--- config.mk ---
export PLATFORM = sky130hd
export DESIGN_NAME = execute_mem_stage
export DESIGN_NICKNAME = d
export VERILOG_FILES = /design/src/rtl/execute_mem_stage.sv
export SDC_FILE = /design/constraint.sdc
export NUM_CORES = 1
export LEC_CHECK = 0
export CAP_MARGIN = 20
export CELL_PAD_IN_SITES_DETAIL_PLACEMENT = 0
export CELL_PAD_IN_SITES_GLOBAL_PLACEMENT = 1
export CORE_ASPECT_RATIO = 1.4
export CORE_UTILIZATION = 33
export DETAILED_ROUTE_END_ITERATION = 7
export GPL_TIMING_DRIVEN = 0
export PLACE_DENSITY_LB_ADDON = 0.2
export SYNTH_ARGS = -nofsm -noshare
export SYNTH_HDL_FRONTEND = slang
export SYNTH_SLANG_ARGS = --single-unit
--- constraint.sdc ---
create_clock -name clk -period 6.55 [get_ports clk]
set_clock_uncertainty 0.2 [all_clocks]
set_input_delay 1.31 -clock clk [delete_from_list [all_inputs] [get_ports clk]]
set_output_delay 1.31 -clock clk [all_outputs]
set_load 0.01 [all_outputs]
--- src/rtl/execute_mem_stage.sv ---
// Execute stage of the 5-stage MIPS pipeline fused with the EX/MEM register.
// Computes the ALU result, publishes E-stage hazard info, and registers results toward Memory.
module execute_mem_stage (
    input  logic        clk,
    input  logic        reset,
    input  logic [31:0] e_pc,
    input  logic [31:0] e_instr,
    input  logic [31:0] e_rs_data,
    input  logic [31:0] e_rt_data,
    input  logic [31:0] e_ext,
    input  logic [31:0] e_shift,
    output logic [1:0]  e_tnew,
    output logic [4:0]  e_regwreg,
    output logic [31:0] e_regwd,
    output logic        e_regwrite,
    output logic [31:0] m_pc,
    output logic [31:0] m_instr,
    output logic [31:0] m_aluout,
    output logic [31:0] m_rt_data,
    output logic [31:0] m_shift
);

    localparam logic [5:0] OP_RTYPE = 6'h00;
    localparam logic [5:0] OP_JAL   = 6'h03;
    localparam logic [5:0] OP_ORI   = 6'h0D;
    localparam logic [5:0] OP_LUI   = 6'h0F;
    localparam logic [5:0] OP_LW    = 6'h23;
    localparam logic [5:0] OP_SW    = 6'h2B;
    localparam logic [5:0] FN_ADDU  = 6'h21;
    localparam logic [5:0] FN_SUBU  = 6'h23;

    logic [5:0]  op;
    logic [5:0]  funct;
    logic [4:0]  rt_field;
    logic [4:0]  rd_field;
    logic [31:0] alu_result;
    logic        is_writer;
    logic [4:0]  wr_dest;
    logic [1:0]  wr_tnew;
    logic        writes_gpr;

    // The rs field is not decoded here: its value arrives already forwarded.
    logic unused_rs_field;
    assign unused_rs_field = ^e_instr[25:21];

    assign op       = e_instr[31:26];
    assign funct    = e_instr[5:0];
    assign rt_field = e_instr[20:16];
    assign rd_field = e_instr[15:11];

    always_comb begin
        alu_result = 32'h0;
        is_writer  = 1'b0;
        wr_dest    = 5'd0;
        wr_tnew    = 2'd0;
        case (op)
            OP_RTYPE: begin
                case (funct)
                    FN_ADDU: begin
                        alu_result = e_rs_data + e_rt_data;
                        is_writer  = 1'b1;
                        wr_dest    = rd_field;
                        wr_tnew    = 2'd1;
                    end
                    FN_SUBU: begin
                        alu_result = e_rs_data - e_rt_data;
                        is_writer  = 1'b1;
                        wr_dest    = rd_field;
                        wr_tnew    = 2'd1;
                    end
                    default: ;
                endcase
            end
            OP_ORI: begin
                alu_result = e_rs_data | e_ext;
                is_writer  = 1'b1;
                wr_dest    = rt_field;
                wr_tnew    = 2'd1;
            end
            OP_LUI: begin
                alu_result = {e_instr[15:0], 16'h0000};
                is_writer  = 1'b1;
                wr_dest    = rt_field;
                wr_tnew    = 2'd1;
            end
            OP_LW: begin
                alu_result = e_rs_data + e_ext;
                is_writer  = 1'b1;
                wr_dest    = rt_field;
                wr_tnew    = 2'd2;
            end
            OP_SW: begin
                alu_result = e_rs_data + e_ext;
            end
            OP_JAL: begin
                alu_result = e_pc + 32'd8;
                is_writer  = 1'b1;
                wr_dest    = 5'd31;
                wr_tnew    = 2'd0;
            end
            default: ;
        endcase
    end

    // Writes to $0 are squashed so the hazard unit never sees them.
    assign writes_gpr = is_writer && (wr_dest != 5'd0);
    assign e_regwrite = writes_gpr;
    assign e_regwreg  = writes_gpr ? wr_dest : 5'd0;
    assign e_tnew     = writes_gpr ? wr_tnew : 2'd0;
    assign e_regwd    = alu_result;

    always_ff @(posedge clk or negedge reset) begin
        if (!reset) begin
            m_pc      <= 32'h0;
            m_instr   <= 32'h0;
            m_aluout  <= 32'h0;
            m_rt_data <= 32'h0;
            m_shift   <= 32'h0;
        end else begin
            m_pc      <= e_pc;
            m_instr   <= e_instr;
            m_aluout  <= alu_result;
            m_rt_data <= e_rt_data;
            m_shift   <= e_shift;
        end
    end

endmodule

=== Word-level counts from Yosys, hierarchy flattened ===
Cells that the tools add are included.

* Reductions and logical operators: 8
* Eq/ne operators: 7
* Bitwise gates (word level): 1
* Add/sub/neg operators: 4
* Multiplexer cells: 10

{| class="wikitable"
|+ Operator list
! kind !! count
|-
| 32-bit one-hot mux with 5 select lines || 1
|-
| 32-bit adder || 2
|-
| 32-bit one-hot mux with 2 select lines || 1
|-
| 32-bit by 4-bit adder with 32-bit output (second input constant) || 1
|-
| 32-bit OR || 1
|-
| 32-bit subtractor || 1
|-
| 6-bit equality test (second input constant) || 4
|-
| 5-bit one-hot mux with 3 select lines || 1
|-
| 6-bit by 4-bit equality test with 1-bit output (second input constant) || 2
|-
| 5-bit 2-to-1 mux || 2
|-
| 6-bit by 2-bit equality test with 1-bit output (second input constant) || 1
|-
| 6-bit zero test || 1
|-
| 2-bit one-hot mux with 3 select lines || 1
|-
| 2-bit OR reduction || 3
|-
| 5-bit nonzero test || 1
|-
| 4-bit OR reduction || 1
|-
| 3-bit OR reduction || 1
|-
| 1-bit 2-to-1 mux || 2
|-
| 2-bit 2-to-1 mux || 1
|-
| 1-bit one-hot mux with 2 select lines || 1
|-
| 1-bit logical AND || 1
|}

* Input port bits: 194
* Register bits after elaboration: 160

=== Logic depth before layout (Yosys ltp) ===
Gate-level depths: netlist (run 1).

* Depth after elaboration: 7
* Mapped depth: 17

=== Least setup slack after synthesis (run 1) ===
No wires, ideal clock.

* Kind: input to output
* Start point: input port e_rt_data[3]
* End point: output port e_regwd[29]
* Slack: 648 ps
* Cell stages on the path: 16
* Data arrival time: 4392 ps
* Buffers on the path: 0
* Cell sequence: nor4_4 > and2b_2 > nand3_4 > nor3_4 > inv_2 > o21ai_1 > xor2_1 > ha_1 > and2_1 > a221o_1 > a211oi_1 > o21bai_1 > a221oi_1 > o21ai_1 > xnor2_1 > o21ai_1

* Longest elaborated chain between the ends: 3

{| class="wikitable"
|+ RTL lines
! element !! RTL line !! RTL
|-
| start: declaration || 9 || <nowiki>input logic [31:0] e_rt_data,</nowiki>
|-
| 32-bit subtractor or 32-bit adder (tied branches) || 66, 60 ||
|-
| 32-bit one-hot mux with 2 select lines (*) || 58 || <nowiki>case (funct)</nowiki>
|-
| 32-bit one-hot mux with 5 select lines (*) || 56 || <nowiki>case (op)</nowiki>
|-
| end: declaration || 14 || <nowiki>output logic [31:0] e_regwd,</nowiki>
|}

Mark *: on every way between the ends. The rest lies on a longest branch, timed or not.

=== Worst setup path in the final report (run 1) ===
* Start point: input port e_instr[0]
* End point: output port e_regwd[26]

* Longest elaborated chain between the ends: 3

{| class="wikitable"
|+ RTL lines
! element !! RTL line !! RTL
|-
| start: declaration || 7 || <nowiki>input logic [31:0] e_instr,</nowiki>
|-
| 6-bit equality test || 58 ||
|-
| 32-bit one-hot mux with 2 select lines (*) || 58 ||
|-
| 32-bit one-hot mux with 5 select lines (*) || 56 ||
|}

Marked as above.

==> impl_metrics.env, run 1 <==
export IMPL_buffer_ports_inserted=393
export IMPL_slowest_delay_ps=460
export IMPL_critical_path_slowest_cell="sky130_fd_sc_hd__or4_1"
export IMPL_dp_hpwl_um=31400
export IMPL_synthesis_yosys_warnings=0
export IMPL_design_die_area_um2=31400
export IMPL_tritoncts_num_buffers=17
export IMPL_slew_limit_headroom=0.346
export IMPL_antenna_found_initial=1
export IMPL_postLayoutCoreUtil=0.528
export IMPL_place_inst=1851
export IMPL_cts_tree="built"
export IMPL_timing_final_crit_period_ps=6410
export IMPL_required_ps=5040
export IMPL_clk_root_buffer_cell="sky130_fd_sc_hd__clkbuf_16"
export IMPL_grt_max_degree=105
export IMPL_cp_buffers_inverters=5
export IMPL_grt_setup_unrepaired="true"
export IMPL_async_reset_ff_frac=1.00
export IMPL_cp_startpoint="e_instr[0]"
export IMPL_slew_worst_pin_ps=982
export IMPL_layout_nets=1818
export IMPL_finalWeightedCongestion=0.902
export IMPL_critical_path_endpoint_type="output pin"
export IMPL_cp_max_fo=5
export IMPL_p_leak_nw=6.95
export IMPL_syn2layout_area_growth_pct=56.6
export IMPL_maxCapViolCount=0
export IMPL_drtPass1Iterations=5
export IMPL_cts_sink_count=160
export IMPL_basic_gate_share_of_the_synthesized_area_counting_and_or_nand_and_nor_cells=0.143
export IMPL_run_status="finished, final reports clean"
export IMPL_wire_length_of_the_first_global_routing_pass_um=57300
export IMPL_antenna_viol_nets_final=0
export IMPL_io_pins=394
export IMPL_whs_ps=574
export IMPL_initial_standard_cell_utilization_of_the_core=0.337
export IMPL_mean_post_synth_cell_area_um2=9.45
export IMPL_cts_max_path_buffers=2
export IMPL_path_clk_slew_ps=70
export IMPL_synth_lib_cells_used_distinct=70
export IMPL_critical_path_launch_point_type="input pin"
export IMPL_residual_drc=0
export IMPL_synth_fp_nets=1363
export IMPL_hold_violations=0
export IMPL_first_global_vias=10100
export IMPL_layout_drive_gt1_share=0.124
export IMPL_fin_crit_share=0.979
export IMPL_holdCritPathClass="in2async"
export IMPL_ir_drop_v=0.000174
export IMPL_syn_inst=1071
export IMPL_synth_xor_area_share=0.0874
export IMPL_totalWireLength_um=38900
export IMPL_critPathArrivalTime_ps=4900
export IMPL_crit_path_cell_trace="clkdlybuf4s15_2 > nor2b_4 > nand3_2 > nor2_4 > buf_8 > buf_4 > nor2_1 > xnor2_1 > ha_1 > a21o_1 > a31oi_2 > o211ai_4 > a41oi_4 > o21ai_4 > a21boi_2 > buf_4 > or4_1 > nand4_1 > buf_2"
export IMPL_overflow=0
export IMPL_synth_top_family_by_area="compound AO/OA/AOI/OAI gates"
export IMPL_drt_iter0_markers=461
export IMPL_synthFlopType="sky130_fd_sc_hd__dfrtp_1"
export IMPL_powerDensity_nw_per_um2=182
export IMPL_die_width_um=150
export IMPL_criticalPathCategory="in2out"
export IMPL_vias=9933
export IMPL_syn_cell_area_um2=10100
export IMPL_final_cell_count_no_fill=1924
export IMPL_num_fill_cells=2851
export IMPL_floorplan_die_height_um=209
export IMPL_routed_via_density=5.16
export IMPL_floorplan_core_area_um2=30000
export IMPL_final_max_slew_viol_count=0
export IMPL_synth_fa_ha_area_frac=0.123
export IMPL_post_synthesis_sequential_element_count=160
export IMPL_routed_wire_length_per_instance_um=20.2
export IMPL_setup_viol=0
export IMPL_yosysSeqAreaShare=0.396
export IMPL_grt_util_overall=0.248
export IMPL_cts_htree_levels=4
export IMPL_timing_critical_path_max_delay_family="compound AO/OA/AOI/OAI gates"
export IMPL_timing_fmax_mhz=156
export IMPL_crit_top_cell="sky130_fd_sc_hd__buf_4"
export IMPL_post_synth_mux_area_share=0.0100
export IMPL_cts_hold_buffers_added=0
export IMPL_synth_compound_area_frac=0.198
export IMPL_synth_enable_flop_cells=0
export IMPL_core_rowCount=75
## path summary, 6_finish.rpt
| kind | to | slack, ps | cells past startpoint |
|---|---|---|---|
| setup / recovery | e_regwd[26] | 140 | 19 |
| hold / removal | m_shift[29] | 570 | 1 |
| max in group asynchronous | m_rt_data[9] | 4670 | 2 |
| min in group clk | m_instr[4] | 840 | 1 |
## stage by stage
| stage | instance area [µm²] | total power, mW | setup TNS [ps] | setup slack, ps |
|---|---|---|---|---|
| 3_3_place_gp | 14500 | 1.85 | -434340 | -2580 |
| 3_5_place_dp | 14600 | 1.85 | -27600 | -1480 |
| 6_report | 15900 | 2.89 | 0 | 137 |
| 2_1_floorplan | 10100 | 1.45 | 0 | 648 |
| 5_1_grt | 15900 | 3.03 | -96.9 | -32.3 |
| 4_1_cts | 15700 | 2.90 | -0.684 | -0.684 |
## logic make-up (layout without fill, tap and decap cells)
| kind of cell | after synthesis | after routing |
|---|---|---|
| flops | 160 | 160 |
| other cells | 0 | 1 |
| fa+ha+maj | 98 | 98 |
| simple gates | 275 | 275 |
| xor+xnor | 101 | 101 |
| mux | 10 | 10 |
| buf+inv | 119 | 586 |
| compound gates | 308 | 308 |
## repair_timing
item / CTS / global route
resized for setup: 139 / 69
setup endpoints to repair: 28 / 20
pin swaps: 44 / 43
buffers inserted: 33 / 11
## cell usage after synthesis (29+ instances only)
library cell,number,area [µm²]
sky130_fd_sc_hd__xor2_1,56,490
sky130_fd_sc_hd__inv_1,85,319
sky130_fd_sc_hd__xnor2_1,45,394
sky130_fd_sc_hd__a21oi_1,91,455
sky130_fd_sc_hd__o21ai_0,42,210
sky130_fd_sc_hd__nor2_1,53,199
sky130_fd_sc_hd__nand2_1,67,251
sky130_fd_sc_hd__ha_1,96,1200
sky130_fd_sc_hd__nand3_1,34,170
sky130_fd_sc_hd__clkbuf_1,30,113
sky130_fd_sc_hd__dfrtp_1,160,4000
sky130_fd_sc_hd__o21ai_1,29,145
## layer usage
layer / part of all wire / track usage / vias up
met5: 0.00028 / 0 / -
met1: 0.36 / 0.256 / 4722
met4: 0.048 / 0.127 / 2
li1: - / - / 4769
met2: 0.53 / 0.463 / 364
met3: 0.058 / 0.0509 / 76
## registers in the layout, summed over array words and instances, names as in the netlist
name	count
m_instr	32
m_shift	32
m_rt_data	32
m_aluout	32
m_pc	32
## power by group
group	internal, mW	total [mW]	switching (mW)
clock network	0.534	0.984	0.450
logic	0.412	0.863	0.451
registers	1.03	1.04	0.0113
## placed cells by master (no fill, tap or decap), drive strengths merged, types with 5 or more instances in the layout
| master | netlist | layout |
|---|---|---|
| a211oi | 6 | 6 |
| a21o | 22 | 22 |
| a21oi | 91 | 91 |
| a221o | 7 | 7 |
| a221oi | 6 | 6 |
| a222oi | 5 | 5 |
| a22oi | 5 | 5 |
| a31oi | 10 | 10 |
| and2 | 8 | 8 |
| and3 | 13 | 13 |
| and4 | 6 | 6 |
| buf | 3 | 63 |
| clkbuf | 30 | 52 |
| clkdlybuf4s15 | 0 | 6 |
| clkdlybuf4s50 | 0 | 353 |
| dfrtp | 160 | 160 |
| dlygate4sd2 | 0 | 11 |
| ha | 96 | 96 |
| inv | 86 | 94 |
| mux2i | 9 | 9 |
| nand2 | 67 | 67 |
| nand2b | 18 | 18 |
| nand3 | 35 | 35 |
| nand4 | 21 | 21 |
| nor2 | 53 | 53 |
| nor2b | 7 | 7 |
| nor3 | 16 | 16 |
| nor4 | 10 | 10 |
| o211ai | 10 | 10 |
| o21a | 8 | 8 |
| o21ai | 72 | 72 |
| o21bai | 8 | 8 |
| o221ai | 11 | 11 |
| o22ai | 14 | 14 |
| o31ai | 5 | 5 |
| o41ai | 5 | 5 |
| xnor2 | 45 | 45 |
| xor2 | 56 | 56 |
## cell type report
class / count / area, µm² / area share
inverter: 86 / 323 / 0.0204
timing repair buffer: 439 / 4200 / 0.265
buffer: 30 / 148 / 0.00931
antenna: 1 / 2.50 / 0.000158
tap: 385 / 482 / 0.0304
clock inverter: 14 / 145 / 0.00916
clock buffer: 17 / 425 / 0.0268
multi-input combinational: 792 / 6120 / 0.386
sequential: 160 / 4000 / 0.253
Power figures use the tool's default switching activity.
==> run 2, diff against run 1 <==
- ABC_AREA: default -> 0
==> results of run 2 <==
No change in the layout: final DEF, timing and power equal those of run 1.
